===== src/rtl/instr_loader.sv =====
// Boot-time program loader: assembles 16-bit instructions from a byte stream,
// writes them to instruction memory, and releases the core only after a clean checksum.
module instr_loader #(
    parameter int ADDR_W = 8,
    parameter int WORD_W = 16
) (
    input  logic              CLK,
    input  logic              RST,
    input  logic              start,
    input  logic              in_valid,
    input  logic [7:0]        in_byte,
    output logic              in_ready,
    output logic              im_we,
    output logic [ADDR_W-1:0] im_addr,
    output logic [WORD_W-1:0] im_wdata,
    output logic              cpu_run,
    output logic              busy,
    output logic              err
);

    typedef enum logic [2:0] {
        S_IDLE,
        S_CNT,
        S_HI,
        S_LO,
        S_CHK,
        S_DONE,
        S_ERR
    } state_t;

    state_t            r_state;
    logic [7:0]        r_hi;
    logic [7:0]        r_chk;
    logic [ADDR_W-1:0] r_idx;
    logic [ADDR_W-1:0] r_cnt;

    logic              w_xfer;
    logic [ADDR_W-1:0] w_idx_nxt;
    logic [7:0]        w_chk_nxt;

    assign w_xfer    = in_valid & in_ready;
    assign w_idx_nxt = r_idx + 1'b1;
    assign w_chk_nxt = r_chk ^ in_byte;

    always_ff @(posedge CLK) begin
        if (RST) begin
            r_state  <= S_IDLE;
            r_hi     <= '0;
            r_chk    <= '0;
            r_idx    <= '0;
            r_cnt    <= '0;
            in_ready <= 1'b0;
            im_we    <= 1'b0;
            im_addr  <= '0;
            im_wdata <= '0;
            cpu_run  <= 1'b0;
            busy     <= 1'b0;
            err      <= 1'b0;
        end else begin
            // Write strobe is a single-cycle pulse; only the LO transfer re-arms it.
            im_we <= 1'b0;
            case (r_state)
                S_IDLE, S_DONE, S_ERR: begin
                    if (start) begin
                        r_state  <= S_CNT;
                        r_idx    <= '0;
                        r_chk    <= '0;
                        in_ready <= 1'b1;
                        busy     <= 1'b1;
                        cpu_run  <= 1'b0;
                        err      <= 1'b0;
                    end
                end
                S_CNT: begin
                    if (w_xfer) begin
                        if (in_byte == 8'h00) begin
                            r_state  <= S_ERR;
                            in_ready <= 1'b0;
                            busy     <= 1'b0;
                            err      <= 1'b1;
                        end else begin
                            r_state <= S_HI;
                            r_cnt   <= ADDR_W'(in_byte);
                            r_chk   <= in_byte;
                        end
                    end
                end
                S_HI: begin
                    if (w_xfer) begin
                        r_state <= S_LO;
                        r_hi    <= in_byte;
                        r_chk   <= w_chk_nxt;
                    end
                end
                S_LO: begin
                    if (w_xfer) begin
                        im_we    <= 1'b1;
                        im_addr  <= r_idx;
                        im_wdata <= {r_hi, in_byte};
                        r_chk    <= w_chk_nxt;
                        r_idx    <= w_idx_nxt;
                        // N never exceeds 255, so idx+1 reaches N before it can wrap.
                        r_state  <= (w_idx_nxt == r_cnt) ? S_CHK : S_HI;
                    end
                end
                S_CHK: begin
                    if (w_xfer) begin
                        in_ready <= 1'b0;
                        busy     <= 1'b0;
                        if (in_byte == r_chk) begin
                            r_state <= S_DONE;
                            cpu_run <= 1'b1;
                        end else begin
                            r_state <= S_ERR;
                            err     <= 1'b1;
                        end
                    end
                end
                default: begin
                    r_state  <= S_IDLE;
                    in_ready <= 1'b0;
                    busy     <= 1'b0;
                    cpu_run  <= 1'b0;
                end
            endcase
        end
    end

endmodule

===== config.mk =====
export PLATFORM = sky130hd
export DESIGN_NAME = instr_loader
export DESIGN_NICKNAME = d
export VERILOG_FILES = /design/src/rtl/instr_loader.sv
export SDC_FILE = /design/constraint.sdc
export NUM_CORES = 1
export LEC_CHECK = 0
export ABC_AREA = 0
export CAP_MARGIN = 20
export CELL_PAD_IN_SITES_DETAIL_PLACEMENT = 0
export CELL_PAD_IN_SITES_GLOBAL_PLACEMENT = 1
export CORE_MARGIN = 2
export CORE_UTILIZATION = 45
export DETAILED_ROUTE_END_ITERATION = 10
export PLACE_DENSITY = 0.85
export SETUP_SLACK_MARGIN = 0.2
export SYNTH_ARGS = -nofsm -noshare
export SYNTH_HDL_FRONTEND = slang
export SYNTH_SLANG_ARGS = --single-unit
export TNS_END_PERCENT = 50

===== constraint.sdc =====
create_clock -name CLK -period 3.4 [get_ports CLK]
set_input_delay 0.68 -clock CLK [delete_from_list [all_inputs] [get_ports CLK]]
set_output_delay 0.68 -clock CLK [all_outputs]
set_load 0.01 [all_outputs]

# == Word level (Yosys, flattened, before mapping) ==
# Index checks and enable logic that the tools add are counted.
# word_totals
mem_count,0
latch_bits,0
input_bits,12
ramBits,0
output_inout_bits,29
rom_bits,0
regBits,63
elab_cells,85
# op_classes
div_mod_pow,0
shift,0
n_bitwise,6
n_addsub,1
reduce_logical,18
mul,0
magnitude_cmp,0
muxes,31
n_eq_ne,18
# op_table
op,n
2-to-1 mux 8 bit,5
one-hot mux 8 bit (3 select lines),1
2-to-1 mux 3 bit,7
"inequality test 2 bit, second input constant",9
== test 8 bit,2
one-hot mux 8 bit (2 select lines),1
one-hot mux 3 bit (5 select lines),1
AND reduction 5 bit,3
2-to-1 mux 1 bit,12
"== test 3 bit, second input constant",3
"adder 8 x 1 -> 8 bit, second input constant",1
zero test 8 bit,1
bitwise XOR 8 bit,1
"== test 3 x 2 -> 1 bit, second input constant",2
one-hot mux 1 bit (3 select lines),2
AND reduction 3 bit,2
AND reduction 6 bit,1
nonzero test 3 bit,2
OR reduction 3 bit,2
NOT 1 bit,4
one-hot mux 1 bit (4 select lines),1
AND reduction 2 bit,2
AND reduction 4 bit,1
OR reduction 2 bit,2
6 further kinds,6

# == Longest topological paths before layout ==
# Gate-level depths: netlist of run 1.
# depth
depth_word,5
depth_mapped,8
ltp_nobuf,7

# == Worst setup path after synthesis of run 1 ==
# OpenSTA, ideal clock, no wires.
# synth_path
path_type,input-to-reg
startpoint,in in_byte[1]
endpoint,reg r_chk[1]
arrival_ps,1924
required_ps,3262
stages,7
n_path_buf,2
setup_slack_ps,1339
setup_ps,138
path_cell_list,buf_2 nor4_4 a211oi_4 or3_1 buf_6 nand4b_2 a21oi_2
# synth_via
elab_chain_cells,3
elab_cells_between_ends,8
classes_between,1 x eq/ne; 4 x mux; 1 x bitwise; 2 x reduce/logical
# synth_lines
element,line_no,source
start: declaration,11,"input logic [7:0] in_byte,"
"zero test 8 bit, or another cell as far along",76,if (in_byte == 8'h00) begin
"inequality test 2 bit (no line), or another cell as far along",n/a,
AND reduction 5 bit (no line) / one-hot mux 8 bit (3 select lines) (equally long branches),n/a,
end signal: assignment,84,r_chk <= in_byte;
end signal: assignment,92,r_chk <= w_chk_nxt;
end signal: assignment,100,r_chk <= w_chk_nxt;
end: declaration,33,logic [7:0] r_chk;
# Several ways; a longest one is shown, not always the timed one. The select of a mux whose other input is x is not followed.
# A chain may end at the register's enable or synchronous reset.

# == Worst setup path in the final report of run 1 ==
# layout_path
startpoint,in in_byte[0]
endpoint,reg r_chk[7]
# layout_via
elab_chain_cells,3
# layout_lines
element,line_no
zero test 8 bit,76
inequality test 2 bit (no line),n/a
AND reduction 5 bit (no line),n/a
# No other way between the ends.

==> results of run 1 <==
[report_power, final]
part           switching (mW)  total, mW  internal (mW)
registers              0.0147      0.761          0.747
clock network           0.305      0.722          0.418
logic                  0.0902      0.160         0.0700
[worst paths after layout]
path	startpoint	to	slack, ns	depth (start not counted)
min	im_wdata[0]$_SDFFE_PP0P_	im_wdata[0]$_SDFFE_PP0P_	0.45	2
min reg2reg	im_wdata[0]$_SDFFE_PP0P_	im_wdata[0]$_SDFFE_PP0P_	0.45	2
max reg2reg	r_state[2]$_SDFFE_PP0P_	r_chk[7]$_SDFFE_PP0P_	0.95	5
max	in_byte[0]	r_chk[7]$_SDFFE_PP0P_	0.93	6
[sequential cells by signal (all words and copies together) (netlist names)]
signal and cells:
im_wdata 16, im_addr 8, r_chk 8, r_cnt 8, r_hi 8, r_idx 8
r_state 3, busy 1, cpu_run 1, err 1, im_we 1
[worst register-to-register path: cells and delay by family, from the launching register on]
kind	cells	cell delay, ns
AOI/OAI and AO/OA	1	0.05
DFF	1	0.79
and+or+nand+nor	4	1.48
[cell usage in the layout (no fill, tap or decap), types with 3 or more instances in the layout]
| cell | synthesis | final |
|---|---|---|
| clkdlybuf4s50_1 | 0 | 39 |
| o21ai_0 | 14 | 14 |
| a21oi_2 | 8 | 8 |
| mux2i_1 | 16 | 16 |
| xor2_1 | 12 | 12 |
| or3_1 | 6 | 6 |
| nand3b_1 | 4 | 4 |
| o21ai_1 | 12 | 12 |
| xnor2_1 | 7 | 7 |
| a21oi_1 | 44 | 44 |
| nand2b_4 | 8 | 8 |
| buf_4 | 2 | 7 |
| clkbuf_8 | 0 | 9 |
| nand2b_1 | 4 | 4 |
| nand3_1 | 3 | 3 |
| nor2_1 | 38 | 38 |
| nand2_1 | 59 | 59 |
| o32a_1 | 8 | 8 |
| dfxtp_1 | 63 | 63 |
| nand4b_2 | 8 | 8 |
| and2_1 | 7 | 7 |
[final cells by class]
type / instances / area, um2 / area share, %
well taps: 99 / 124 / 3.11
flip-flops and latches: 63 / 1260 / 31.7
repair buffers: 47 / 448 / 11.2
multi-input cells: 297 / 1920 / 48.1
clock buffers: 10 / 128 / 3.20
clock inverters: 6 / 93.8 / 2.36
inverters: 3 / 11.3 / 0.283
[per-layer routing]
metal	track usage, %	share of wire, %	vias to the layer above
met4	5.51	1.1	0
met5	0	0	-
li1	-	-	1432
met3	4.76	3.2	8
met2	31.8	48	37
met1	26.9	48	1351
[kinds of logic (layout without fill, tap and decap cells)]
| family | Yosys count | count (layout) | synth area share, % |
|---|---|---|---|
| AOI/OAI and AO/OA | 105 | 105 | 19.7 |
| DFF | 63 | 63 | 37.3 |
| and+or+nand+nor | 156 | 156 | 27.0 |
| buffers and inverters | 39 | 66 | 6.10 |
| muxes | 16 | 16 | 4.73 |
| xor gates and xnor gates | 19 | 19 | 4.92 |
| adders and majority gates | 1 | 1 | 0.369 |
==> reports/metrics.csv, run 1 <==
metric,value,unit
status,"complete, no violations",
vias_per_cell,5.39,
area_growth,17.7,%
diodes,0,
rows,31,
synthMostInstantiatedCell,dfxtp_1,
portBuffers,40,
final_area,3980,um2
dr.pass1.iters,4,
start_util,46.7,%
tightest_slew,0.733,ns
h-tree-depth,3,
clk_latency,0.34,ns
yosysTopAreaCellShare,37.3,%
cts_setup_buffers,0,
ant_nets,0,
placedCellCount,509,
yosysTopAreaCell,dfxtp_1,
cts_hold_buffers,0,
grt_usage,19.9,%
cts_resized,0,
vias,2828,
gp_congestion,0.844,
fp.dieW,90.7,um
netlist_top_cells_count,"63 x dfxtp_1, 59 x nand2_1, 44 x a21oi_1",
clkSlewWorstSetupHoldPaths,0.07,ns
final_util,54.9,%
async_flop_share,0,%
hold_viol,0,
grt_pass1_vias,2648,
relSlewSlack,51.1,%
fin_cells,525,
finalSetupTns,0,ns
grt_pass1_wl,13.2,mm
crit_buf_inv,1,
synth.distinct_cells,56,
drv_slew,0,
slowest_stage,or3_1,
wl_per_cell,15.2,um
detail_route.drc_violations,0,
leakage,1.41,nW
dp_hpwl,5.63,mm
ys.flop_type,dfxtp_1,
power_density,413,nW/um2
die_area,8230,um2
critical_path_required,3.61,ns
fin_ws,0.931,ns
setup_violations,0,
cp.arrival,2.68,ns
grt_antenna_before_repair,0,
cts_tree,yes,
cts-root-buf,clkbuf_8,
max-clock-path-buffers,2,
nets,434,
period_needed,2.47,ns
synth_nets,412,
postPlaceCellArea,3760,um2
grt_overflow,0,
max-vdd-ir-drop,0.000213,V
netlist_instances,399,
criticalPathCategory,primary input to register,
worst_hold_path_type,register to register,
power,1.64,mW
crit_fanout,9,
synth_area_leaders,"dfxtp_1 37%, nand2_1 6.5%, a21oi_1 6.5%",
syn_area_per_cell,8.49,um2
slowest_delay,0.60,ns
timing.fmax,405,MHz
yosys_warnings,0,
n_fill_cell,723,
syn_area,3390,um2
rsz0062_at_grt,false,
ys_seq_elements,63,
io_pins,41,
cap_violations,0,
post-place-ws,0.581,ns
synth_edf_count,0,
period_share,72.6,%
critPathCaptureType,register,
layout-drive-gt1-share,13.1,%
cts.sinks,63,
whs,0.455,ns
first_iter_violations,110,
synth_seq_area_share,37.3,%
wl,7.97,mm
numCtsBuffers,9,
startpoint_type,primary input,
core,7250,um2
skew,0.00927,ns
cp_cell_sequence,"clkdlybuf4s50_1, nor4_4, a211oi_4, or3_1, nand4b_2, a21oi_2",
die_y,90.7,um
cpLargestDelayFamily,simple AND/OR/NAND/NOR gates,
grt_max_degree,25,
Note: power is estimated with default switching activity, not from simulation.
==> run 2: changes to the inputs <==
Settings changed: CORE_UTILIZATION 45 to 38, PLACE_DENSITY 0.85 to 0.76.
Clock period 3.4 ns to 2.22 ns, I/O delays scaled along.
==> run 2 against run 1 <==
- critical endpoint is now r_chk[6]$_SDFFE_PP0P_
- clock skew fell by 0.0014 ns
- critical path depth rose by 1
- count of clock-buffer cells in the layout did not move
- core utilization fell by 6.1 points
- sequential cell count did not move
- register-to-register slack got worse by 0.62 ns
- critical path type unchanged
- via count rose by 4.3%
- worst setup slack got worse by 0.68 ns
- largest power group unchanged
- die area rose by 18%
- non-clock buffer count rose by 36
- cell count rose by 8.6%
- clock power rose by 22%
==> reports/metrics.csv, run 2 (same netlist as run 1, synthesis figures left out) <==
metric,value,unit
numCtsBuffers,9,
switchingPower,0.650,mW
cts_hold_buffers,0,
reg2regPathDepth,7,
clockPowerShare,37.7,%
final_cell_mix,"63 x dfxtp_1, 59 x nand2_1, 44 x a21oi_1",
timing.fmax,508,MHz
die_y,98.4,um
criticalPathCategory,primary input to register,
cap_violations,0,
hp-start,im_wdata[1]$_SDFFE_PP0P_,
status,"complete, no violations",
period_share,88.8,%
power,2.33,mW
cts_setup_buffers,0,
cts-root-buf,clkbuf_8,
layout-drive-gt1-share,19.9,%
h-tree-depth,3,
nets,470,
p_seq_share,49.9,%
detail_route.drc_violations,0,
tightest_slew,0.395,ns
slowest_stage,clkdlybuf4s50_1,
cts_tree,yes,
mostFrequentLayoutCell,dfxtp_1,
grt_overflow,0,
startpoint_type,primary input,
vias,2949,
first_iter_violations,133,
postPlaceCellArea,4070,um2
rows,34,
grt_pass1_vias,2839,
critical_path_required,2.51,ns
grt_usage,18.2,%
area_growth,25.1,%
cts_resized,0,
start_util,39.0,%
internal_power,1.68,mW
die_area,9680,um2
max-vdd-ir-drop,0.000291,V
r2r-end,r_state[1]$_SDFFE_PP0P_,
grt_pass1_wl,14.2,mm
cp.arrival,2.26,ns
top_register,im_wdata,
wl,8.55,mm
crit_fanout,8,
gp_congestion,0.867,
rrSetupSlack,0.33,ns
portBuffers,40,
rsz0062_at_grt,false,
drv_slew,0,
slowest_delay,0.48,ns
grt_antenna_before_repair,0,
wl_per_cell,15.0,um
cts.sinks,63,
grt_max_degree,27,
dr.pass1.iters,4,
core,8680,um2
setup_violations,0,
fin_cells,570,
dp_hpwl,6.16,mm
cp_cell_sequence,"clkdlybuf4s50_1, nor4_4, a211oi_4, buf_4, o32a_1, nand2b_4, a21oi_2",
clkSlewWorstSetupHoldPaths,0.07,ns
r2r-start,r_idx[0]$_SDFFE_PP0P_,
hold_viol,0,
fp.dieW,98.4,um
placedCellCount,554,
comb_power_share,12.4,%
switching_share,27.9,%
relSlewSlack,73.6,%
critPathCaptureType,register,
clk_latency,0.35,ns
period_needed,1.97,ns
power_density,550,nW/um2
ant_nets,0,
max-clock-path-buffers,2,
whs_path_depth,2,
diodes,0,
io_pins,41,
worst_hold_path_type,register to register,
largest_reg_flops,16,
vias_per_cell,5.17,
skew,0.00787,ns
leakage,1.56,nW
finalSetupTns,0,ns
final_area,4230,um2
holdPathEnd,im_wdata[1]$_SDFFE_PP0P_,
[run 2: through the flow]
stage                     setup WS, ns  utilization (%)  hold WS [ns]
after global placement         -0.0906             46.9         0.443
after global routing             0.205             48.8         0.471
after CTS                        0.248             48.8         0.449
after detailed placement        -0.106             46.9         0.447
final                            0.250             48.8         0.453
after floorplan                  0.395                -         0.431
[run 2: how the worst max path moves through the flow]
stage	from	endpoint	slack, ns
floorplan	in_byte[1]	r_chk[1]$_SDFFE_PP0P_	0.39
global placement	in_byte[2]	r_chk[1]$_SDFFE_PP0P_	-0.09
detailed placement	in_byte[2]	r_chk[6]$_SDFFE_PP0P_	-0.11
CTS	in_byte[2]	r_chk[6]$_SDFFE_PP0P_	0.25
global route	r_state[0]$_SDFFE_PP0P_	r_idx[3]$_SDFFE_PP0P_	0.20
finish	in_byte[1]	r_chk[6]$_SDFFE_PP0P_	0.25
[run 2: final cells by class]
class	count	area, um2
Clock buffer	10	128
Clock inverter	6	37.5
Fill cell	881	4440
Inverter	3	11.3
Multi-Input combinational cell	297	1920
Sequential cell	63	1260
Tap cell	108	135
Timing Repair Buffer	83	743
[run 2: power by group through the flow]
stage,registers [mW],logic (mW),clock network (mW)
after CTS,1.16,0.289,0.895
after detailed placement,1.19,0.287,0
final,1.16,0.288,0.878
after floorplan,1.18,0.197,0
after global placement,1.19,0.284,0
after global routing,1.17,0.311,0.951
[run 2: worst max-delay path: cells and delay by family]
family	cells	cell delay, ns
buffers and inverters	2	0.68
AOI/OAI and AO/OA	3	0.58
and+or+nand+nor	2	0.55
[run 2: metal layers]
layer | GRT usage [%] | vias up | part of all wire [%]
met4 | 7.06 | 0 | 1.6
met2 | 29.2 | 45 | 48
met1 | 24.7 | 1395 | 48
met5 | 0 | - | 0
li1 | - | 1498 | -
met3 | 2.86 | 11 | 2.6
==> run 3: changes to the inputs <==
Settings changed: CORE_UTILIZATION 38 to 25, DONT_BUFFER_PORTS set to 1, PLACE_DENSITY 0.76 to 0.49.
==> run 3 against run 2 <==
- sequential share of layout area rose by 3.2 points
- first-iteration DRC count rose by 30%
- wire length rose by 8.9%
- die area rose by 50%
- largest cell class unchanged
- cell count rose by 0.18%
- critical path type is now register to register
- sequential cell count did not move
- worst setup slack improved by 0.12 ns
- largest power group is now clock
- non-clock buffer count fell by 67
==> reports/metrics.csv, run 3 (same netlist as run 1, synthesis figures left out) <==
metric,value,unit
status,"complete, no violations",
cp.arrival,2.13,ns
final_cell_mix,"62 x dfxtp_1, 59 x nand2_1, 44 x a21oi_1",
critical_path_required,2.50,ns
tightest_slew,0.550,ns
grt_antenna_before_repair,0,
wl_met2,4.34,mm
dr.pass1.iters,4,
placedCellCount,555,
wl_met3,306,um
max-clock-path-buffers,2,
h-tree-depth,3,
rsz0062_at_grt,false,
dp_hpwl,6.36,mm
top_layer,met4,
power_density,706,nW/um2
ant_nets,0,
grt_max_degree,65,
first_iter_violations,173,
top_register,im_wdata,
grt_overflow,0,
drv_slew,0,
fin_cells,571,
post-place-ws,0.232,ns
diodes,0,
leakage,1.35,nW
cap_violations,0,
grt_pass1_vias,2694,
die_area,14500,um2
wl,9.31,mm
die_y,120,um
start_util,25.6,%
area_growth,13.0,%
whs,0.183,ns
grt_usage,13.4,%
setup_violations,0,
max-vdd-ir-drop,0.000332,V
cts-root-buf,clkbuf_16,
largest_reg_flops,16,
clkSlewWorstSetupHoldPaths,0.06,ns
core,13200,um2
criticalPathCategory,register to register,
detail_route.drc_violations,0,
portBuffers,0,
numCtsBuffers,9,
crit_fanout,10,
clk_latency,0.34,ns
critPathCaptureType,register,
fin_ws,0.367,ns
fp.dieW,120,um
vias,2771,
vias_per_cell,4.85,
timing.fmax,540,MHz
finalSetupTns,0,ns
power,2.70,mW
cts_tree,yes,
grt_pass1_wl,15.0,mm
rrSetupSlack,0.37,ns
mostFrequentLayoutCell,dfxtp_1,
gp_congestion,0.787,
startpoint_type,register,
cts.sinks,63,
relSlewSlack,63.3,%
io_pins,41,
period_share,83.4,%
layout-drive-gt1-share,17.2,%
met1_length,4.53,mm
cts_hold_buffers,0,
period_needed,1.85,ns
n_fill_cell,1439,
wl_per_cell,16.3,um
skew,0.00968,ns
nets,403,
worst_hold_path_type,primary input to register,
rows,42,
hold_viol,0,
==> run 3: metrics by stage <==
step,cell area (um2),util (%)
2_1_floorplan,3390,-
3_3_place_gp,3530,26.7
3_5_place_dp,3530,26.7
5_1_grt,3830,28.9
6_report,3830,28.9
4_1_cts,3810,28.8
==> run 3: critical path: stages (launching register included) <==
cell      delay (ns)
dfxtp_1         0.47
and2_1          0.25
o21ai_1         0.11
and3b_1         0.19
buf_4           0.18
o32a_1          0.32
nand2b_4        0.15
a21oi_2         0.12
==> run 3: per-layer routing <==
metal,vias to the layer above,track usage [%]
li1,1378,-
met1,1329,17.9
met2,56,20.8
met3,8,3.30
met4,0,4.72
met5,-,0
==> run 3: repair_timing <==
action	4_1_cts	5_1_grt
hold endpoints to repair	0	0
resized for setup	0	4
endpoints found under the setup margin	0	19
setup buffers	0	0
==> run 3: path summary, 6_finish.rpt <==
path	startpoint	endpoint	depth (start not counted)
worst max-delay path	r_state[0]$_SDFFE_PP0P_	r_chk[0]$_SDFFE_PP0P_	7
worst min-delay path	RST	im_addr[7]$_SDFFE_PP0P_	1
worst max register to register	r_state[0]$_SDFFE_PP0P_	r_chk[0]$_SDFFE_PP0P_	7
worst min register to register	r_hi[0]$_SDFFE_PP0P_	im_wdata[8]$_SDFFE_PP0P_	2
==> run 3: power breakdown <==
group	switching (mW)	total [mW]	internal, mW
Combinational	0.0995	0.190	0.0907
Sequential	0.0199	1.16	1.14
Clock	0.578	1.34	0.767
Total	0.698	2.70	2.00
==> run 3: cell type report <==
type	instances	area [um2]	area share, %
clock buffers	9	225	5.89
clock inverters	7	56.3	1.47
inverters	3	11.3	0.294
multi-input cells	297	1930	50.5
flip-flops and latches	63	1260	33.0
well taps	176	220	5.76
repair buffers	16	120	3.14
